===== config.mk =====
export PLATFORM = sky130hd
export DESIGN_NAME = clk_div_bank
export DESIGN_NICKNAME = d
export VERILOG_FILES = /design/src/rtl/clk_div_pkg.sv /design/src/rtl/clk_div_chan.sv /design/src/rtl/clk_div_bank.sv
export SDC_FILE = /design/constraint.sdc
export NUM_CORES = 1
export LEC_CHECK = 0
export ABC_AREA = 1
export ABC_CLOCK_PERIOD_IN_PS = 33200
export BUFFER_PORTS_ARGS = -buffer_cell sky130_fd_sc_hd__clkbuf_2
export CAP_MARGIN = 20
export CORE_MARGIN = 2
export CORE_UTILIZATION = 55
export CTS_CLUSTER_SIZE = 10
export DETAILED_ROUTE_END_ITERATION = 10
export HOLD_SLACK_MARGIN = 0.03
export PLACE_DENSITY = 0.71
export RECOVER_POWER = 25
export SETUP_SLACK_MARGIN = 0.3
export SYNTH_ARGS = -nofsm -noshare
export SYNTH_HDL_FRONTEND = slang
export SYNTH_SLANG_ARGS = --single-unit

===== constraint.sdc =====
create_clock -name clock -period 33.2 [get_ports clock]
set_input_delay 6.64 -clock clock [delete_from_list [all_inputs] [get_ports clock]]
set_output_delay 6.64 -clock clock [all_outputs]
set_load 0.1 [all_outputs]

===== src/rtl/clk_div_pkg.sv =====
// Shared constants and types for the clock divider bank.
// Half-periods are expressed in system clock cycles.
package clk_div_pkg;

    localparam int unsigned SYSTEM_FREQ = 100_000_000;

    function automatic int unsigned half_period(input int unsigned freq);
        return SYSTEM_FREQ / freq / 2;
    endfunction

    localparam int unsigned DEFAULT_HALF = half_period(1000);

    // What a channel does in a given cycle.
    typedef enum logic [1:0] {
        CH_RUN  = 2'd0,
        CH_WRAP = 2'd1,
        CH_IDLE = 2'd2
    } chan_op_e;

endpackage


===== src/rtl/clk_div_chan.sv =====
// One divider channel: counter, active limit, shadow limit, output register
// and rise/fall ticks, all updated together on the system clock.
module clk_div_chan
    import clk_div_pkg::*;
#(
    parameter int          CNT_W        = 32,
    parameter int unsigned DEFAULT_HALF = clk_div_pkg::DEFAULT_HALF
) (
    input  logic             clock,
    input  logic             reset,
    input  logic             en_i,
    input  logic             clr_i,
    input  logic             wr_i,
    input  logic [CNT_W-1:0] half_i,
    output logic             clk_o,
    output logic             rise_o,
    output logic             fall_o,
    output logic             pend_o
);

    localparam logic [CNT_W-1:0] DEF_LIM = CNT_W'(DEFAULT_HALF);

    logic [CNT_W-1:0] cnt_q, cnt_d;
    logic [CNT_W-1:0] lim_q, lim_d;
    logic [CNT_W-1:0] shd_q, shd_d;
    logic             pend_q, pend_d;
    logic             clk_q, clk_d;
    logic             rise_q, rise_d;
    logic             fall_q, fall_d;
    logic [CNT_W-1:0] last_cnt;
    chan_op_e         op;

    // A programmed half-period of 0 is treated as 1, so the last count is 0.
    assign last_cnt = (lim_q == '0) ? '0 : lim_q - 1'b1;

    always_comb begin
        if (clr_i || !en_i) begin
            op = CH_IDLE;
        end else if (cnt_q >= last_cnt) begin
            op = CH_WRAP;
        end else begin
            op = CH_RUN;
        end
    end

    // NOTE: every next-state signal gets a default first so no latch is inferred.
    always_comb begin
        cnt_d  = cnt_q;
        lim_d  = lim_q;
        shd_d  = shd_q;
        pend_d = pend_q;
        clk_d  = clk_q;
        rise_d = 1'b0;
        fall_d = 1'b0;

        unique case (op)
            CH_IDLE: begin
                cnt_d  = '0;
                clk_d  = 1'b0;
                fall_d = clk_q;
                if (pend_q) begin
                    lim_d  = shd_q;
                    pend_d = 1'b0;
                end
            end
            CH_WRAP: begin
                cnt_d  = '0;
                clk_d  = ~clk_q;
                rise_d = ~clk_q;
                fall_d = clk_q;
                if (pend_q) begin
                    lim_d  = shd_q;
                    pend_d = 1'b0;
                end
            end
            default: begin
                cnt_d = cnt_q + 1'b1;
            end
        endcase

        // Applied after the wrap so a coincident write waits for the next wrap.
        if (wr_i) begin
            shd_d  = half_i;
            pend_d = 1'b1;
        end
    end

    // NOTE: state registers use non-blocking assignments so every register
    // samples the values from before this edge.
    always_ff @(posedge clock or posedge reset) begin
        if (reset) begin
            cnt_q  <= '0;
            lim_q  <= DEF_LIM;
            shd_q  <= DEF_LIM;
            pend_q <= 1'b0;
            clk_q  <= 1'b0;
            rise_q <= 1'b0;
            fall_q <= 1'b0;
        end else begin
            cnt_q  <= cnt_d;
            lim_q  <= lim_d;
            shd_q  <= shd_d;
            pend_q <= pend_d;
            clk_q  <= clk_d;
            rise_q <= rise_d;
            fall_q <= fall_d;
        end
    end

    assign clk_o  = clk_q;
    assign rise_o = rise_q;
    assign fall_o = fall_q;
    assign pend_o = pend_q;

endmodule


===== src/rtl/clk_div_bank.sv =====
// Bank of NUM_CH independent programmable clock dividers sharing one
// configuration port and a common phase-align clear.
module clk_div_bank
    import clk_div_pkg::*;
#(
    parameter int          NUM_CH       = 4,
    parameter int          CNT_W        = 32,
    parameter int unsigned DEFAULT_HALF = clk_div_pkg::DEFAULT_HALF,
    localparam int         CH_W         = (NUM_CH > 1) ? $clog2(NUM_CH) : 1
) (
    input  logic              clock,
    input  logic              reset,
    input  logic              cfg_we,
    input  logic [CH_W-1:0]   cfg_ch,
    input  logic [CNT_W-1:0]  cfg_half,
    input  logic [NUM_CH-1:0] ch_en,
    input  logic              sync_clr,
    output logic [NUM_CH-1:0] clk_out,
    output logic [NUM_CH-1:0] tick_rise,
    output logic [NUM_CH-1:0] tick_fall,
    output logic [NUM_CH-1:0] pending
);

    logic              cfg_ok;
    logic [NUM_CH-1:0] ch_wr;

    // Writes addressed past the last channel are dropped.
    assign cfg_ok = cfg_we && (32'(cfg_ch) < 32'(NUM_CH));

    for (genvar i = 0; i < NUM_CH; i++) begin : g_ch
        assign ch_wr[i] = cfg_ok && (cfg_ch == CH_W'(i));

        clk_div_chan #(
            .CNT_W        (CNT_W),
            .DEFAULT_HALF (DEFAULT_HALF)
        ) u_chan (
            .clock  (clock),
            .reset  (reset),
            .en_i   (ch_en[i]),
            .clr_i  (sync_clr),
            .wr_i   (ch_wr[i]),
            .half_i (cfg_half),
            .clk_o  (clk_out[i]),
            .rise_o (tick_rise[i]),
            .fall_o (tick_fall[i]),
            .pend_o (pending[i])
        );
    end

endmodule


### After elaboration in Yosys (flattened, before gate mapping)

Index checks and enable logic that the tools add are counted.

| cells by class | value |
|---|---|
| $add $sub $neg | 8 |
| order comparisons | 4 |
| equality and inequality tests | 11 |
| multiplexer cells | 36 |
| bitwise logic cells | 4 |
| reduce and logical (&&, ||, !) cells | 33 |

Operators by type and width:

| kind | number |
|---|---|
| 2-to-1 mux 32 bit | 8 |
| adder 32 x 1 -> 32 bit (second input constant) | 4 |
| >= comparator 32 bit | 4 |
| zero test 32 bit | 4 |
| subtractor 32 x 1 -> 32 bit (second input constant) | 4 |
| 2-to-1 mux 1 bit | 20 |
| nonzero test 2 bit | 8 |
| == test 2 bit (second input constant) | 6 |
| == test 2 x 1 -> 1 bit (second input constant) | 5 |
| 2-to-1 mux 2 bit | 4 |
| case mux 1 bit (2 select lines) | 4 |
| AND reduction 2 bit | 4 |
| OR reduction 2 bit | 4 |
| logical AND 1 bit | 4 |
| zero test 1 bit | 4 |
| logical OR 1 bit | 4 |
| inverter 1 bit | 4 |
| zero test 2 bit | 1 |

| storage, ports and cells | value |
|---|---|
| bits in registers | 400 |
| bits of input ports | 42 |
| output and inout bits | 16 |

### Longest topological paths before layout

| depth | value |
|---|---|
| depth after elaboration | 9 |
| depth in mapped cells | 25 |
| mapped depth without buffers | 23 |

### Hierarchy

A second synthesis with hierarchy kept.

| unflattened totals | value |
|---|---|
| cells, all modules | 3,336 |
| area, all modules | 24,704.9 um^2 |

Modules (own cells, without submodules):

| module | instances | cells each | area an instance (um^2) |
|---|---|---|---|
| clk_div_chan at g_ch[0].u_chan ... | 2 | 836 | 6,148.4 |
| clk_div_chan at g_ch[3].u_chan | 1 | 821 | 6,227.2 |
| clk_div_chan at g_ch[1].u_chan | 1 | 835 | 6,150.9 |
| clk_div_bank | 1 | 8 | 30.0 |

### Worst setup path after synthesis

No wires, ideal clock.

| timing path | value |
|---|---|
| path type | input to register |
| start | in cfg_ch[0] |
| end | reg g_ch[1].u_chan.shd_q[29] |
| data arrival time | 7.396 ns |
| path slack | 25.672 ns |
| stages on the path | 6 |
| path buffers | 2 |
| cell sequence | inv_1 nor2_1 nand2_1 clkbuf_1 clkbuf_1 o21ai_0 |

| on the way | value |
|---|---|
| word-level cells in the longest chain between the ends | 2 |

Ends and longest elaborated chain:

| item | line | source |
|---|---|---|
| from (decl) | clk_div_bank.sv:14 | `input logic [CH_W-1:0] cfg_ch,` |
| == test 2 x 1 -> 1 bit | clk_div_bank.sv:31 | `assign ch_wr[i] = cfg_ok && (cfg_ch == CH_W'(i));` |
| logical AND 1 bit | clk_div_bank.sv:31 |  |
| to (signal assigned) | clk_div_chan.sv:94 | `shd_q <= DEF_LIM;` |
| to (signal assigned) | clk_div_chan.sv:102 | `shd_q <= shd_d;` |
| to (decl) | clk_div_chan.sv:25 | `logic [CNT_W-1:0] shd_q, shd_d;` |

Every way passes these cells.
A chain may end at the register's enable or synchronous reset.

==> results.py <==
metrics = {
    "route": {
        "vias_per_cell": 5.46,
        "wl_mm": 62.7,
        "drtAntennaViolNets": 0,
        "drtIter0Drc": 1589,
        "drc": 0,
        "vias": 21238,
        "routedWlPerCell_um": 16.1,
        "drtPass1Iterations": 5,
    },
    "sta": {
        "clock.fmax_mhz": 98.5,
        "min_period_ps": 10160,
        "period_share_pct": 30.6,
        "worst_slew_pin_slew_ps": 5290,
        "whs_ps": 472,
        "setup_tns_ps": 0,
        "timing.final.ws_setup_ps": 23040,
        "finClkSkew_ps": 13.1,
        "maxSlewViolCount": 367,
        "final_hold_viol_count": 0,
        "finalSetupViolCount": 0,
        "rsz0062_at_grt": "no",
        "max_slew_margin_pct": -254,
    },
    "place": {
        "hpwl_mm": 45.8,
        "gp_routability_congestion": 0.919,
        "io_buffers": 57,
        "pre_cts_slack_ps": 24160,
    },
    "finish": {
        "final_core_util_pct": 60.1,
        "final_cell_mix": "849 x nand2_1, 401 x nor2_1, 352 x dfrtp_1",
        "synthToLayoutAreaGrowth_pct": 8.41,
        "drive_gt1_share_pct": 9.05,
        "finalNetCount": 3437,
        "nFillCells": 4063,
        "mostFrequentLayoutCell": "nand2_1",
    },
    "synthesis": {
        "async_flop_share_pct": 100,
        "ys_types": 46,
        "netlist_area_um2": 24400,
        "ys_warn_count": 0,
        "syn-num-nets": 3424,
        "synth_edf_count": 0,
        "yosysSeqAreaShare_pct": 41.3,
        "synth_area_per_cell_um2": 7.53,
        "ys.flop_type": "dfrtp_1",
        "synth_cells": 3242,
        "ys_ff_latch": 400,
    },
    "clock_tree": {
        "cts_sinks": 400,
        "clk_pin_slew_ps": 60,
        "clockRootBuffer": "clkbuf_16",
        "cts_buffers": 47,
        "clockBufferDepth": 3,
        "cts_setup_buffers": 0,
        "hold_buffers": 0,
        "cts.htree.levels": 2,
        "clk_latency_ps": 580,
        "ctsResizeCount": 0,
        "cts_tree": "done",
    },
    "pwr": {
        "powerDensity_nw_per_um2": 56.8,
        "leakage_nw": 12.9,
        "ir_drop_mv": 0.0383,
        "p_total_mw": 1.50,
    },
    "hold_path": {
        "hp-class": "reg2reg",
        "worstHoldStart": "g_ch[1].u_chan.lim_q[1]$_DFFE_PP0P_",
    },
    "outcome": {
        "status": "finished with violations",
        "violations": "capacitance limit, slew limit",
    },
    "setup_path": {
        "crit_required_ps": 33710,
        "crit_chain": "clkbuf_2 -> clkinvlp_2 -> buf_12",
        "critPathMaxFanout": 204,
        "crit_slowest_cell": "clkinvlp_2",
        "crit_start": "reset",
        "arrival_ps": 10660,
        "crit_type": "in2async",
        "r2r-start": "g_ch[3].u_chan.lim_q[23]$_DFFE_PP0P_",
        "crit_path_start_kind": "input pin",
        "cpLargestDelayFamily": "buffers and inverters",
        "worst_setup_path_end_kind": "async pin",
        "critPathMaxStageDelay_ps": 2930,
        "path_buf_inv": 3,
    },
    "floorplan": {
        "row_count": 77,
        "dieArea_um2": 46100,
        "initial_core_util_pct": 55.4,
        "core_region_area_um2": 44000,
        "die_h_um": 215,
        "ios": 58,
        "die_w_um": 215,
    },
    "run": {
        "drv_cap": 5,
    },
    "global_routing": {
        "antenna_found_initial": 6,
        "grt-ovfl-total": 0,
        "grt_pass1_vias": 20460,
        "grt_pass1_wl_mm": 105,
        "grt_max_degree": 205,
        "grt.total_usage_pct": 27.8,
    },
}
-- cells in the mapped netlist, types with 30 or more instances --
| cell type | instances | area share [%] |
|---|---|---|
| a21oi_1 | 79 | 1.6 |
| buf_2 | 33 | 0.68 |
| clkbuf_1 | 44 | 0.68 |
| dfrtp_1 | 352 | 36 |
| dfstp_2 | 48 | 5.2 |
| ha_1 | 140 | 7.2 |
| inv_1 | 332 | 5.1 |
| nand2_1 | 851 | 13 |
| nand3_1 | 250 | 5.1 |
| nand4_1 | 79 | 2.0 |
| nor2_1 | 401 | 6.2 |
| nor2_2 | 35 | 0.90 |
| nor3_1 | 105 | 2.2 |
| nor4_1 | 39 | 1.0 |
| o21ai_0 | 173 | 3.5 |
| or2_2 | 30 | 0.77 |
| xnor2_1 | 33 | 1.2 |
| xor2_1 | 73 | 2.6 |
-- per-stage QoR --
step	cells	instance area (um2)
floorplan	3242	24400
global placement	3793	25000
detailed placement	3793	25000
CTS	3880	26400
global route	3885	26500
finish	3889	26500
-- power by group --
part / switching, mW / total [mW] / internal (mW) / leakage [nW]
sequential: 0.0724 / 0.633 / 0.560 / 5.15
combinational: 0.252 / 0.388 / 0.136 / 7.05
clock: 0.200 / 0.482 / 0.282 / 0.685
-- per-layer routing --
| metal | GRT usage (%) | routed length, um | vias to the layer above |
|---|---|---|---|
| met2 | 45.2 | 29000 | 535 |
| met1 | 38.2 | 28300 | 10046 |
| met4 | 7.71 | 1520 | 0 |
| met5 | 0 | 0 | - |
| li1 | - | - | 10555 |
| met3 | 4.91 | 3810 | 102 |
-- registers in the layout, summed over array words and instances, names as in the netlist --
register and flops:
g_ch.u_chan.clk_o 4, g_ch.u_chan.cnt_q 128, g_ch.u_chan.fall_o 4, g_ch.u_chan.lim_q 128
g_ch.u_chan.pend_o 4, g_ch.u_chan.rise_o 4, g_ch.u_chan.shd_q 128
-- cell families after synthesis --
logic type	share of synthesized area (%)
flip-flops	41.3
AO/OA/AOI/OAI	6.13
AND/OR/NAND/NOR	34.1
XOR/XNOR	3.80
adder cells (fa/ha/maj)	7.18
buffers and inverters	7.43
multiplexers	0.123
-- area by class of cell --
cell class / instances / area (um2) / share of cell area (%)
sequential: 400 / 10100 / 38.1
tap: 592 / 741 / 2.80
multi-input combinational: 2398 / 12500 / 47.4
antenna: 4 / 10.0 / 0.0378
inverter: 336 / 1260 / 4.77
timing repair buffer: 72 / 412 / 1.56
clock inverter: 3 / 30.0 / 0.113
clock buffer: 84 / 1400 / 5.28
-- worst paths after layout --
path / end / slack [ps] / depth (start not counted)
max: g_ch[2].u_chan.cnt_q[27]$_DFF_PP0_ / 23040 / 3
min: g_ch[1].u_chan.lim_q[1]$_DFFE_PP0P_ / 470 / 2
max reg2reg: g_ch[3].u_chan.lim_q[1]$_DFFE_PP0P_ / 27810 / 21
min reg2reg: g_ch[1].u_chan.lim_q[1]$_DFFE_PP0P_ / 470 / 2
max in group clock: g_ch[0].u_chan.lim_q[21]$_DFFE_PP0P_ / 24400 / 7
min in group asynchronous: g_ch[3].u_chan.cnt_q[3]$_DFF_PP0_ / 7680 / 2
-- worst register-to-register path, delay by kind of cell (launching register included) --
family / cells / cell delay (ps)
flip-flops: 1 / 450
AND/OR/NAND/NOR: 16 / 3350
AO/OA/AOI/OAI: 2 / 330
buffers and inverters: 2 / 1020
adder cells (fa/ha/maj): 1 / 150
Power figures use the tool's default switching activity.
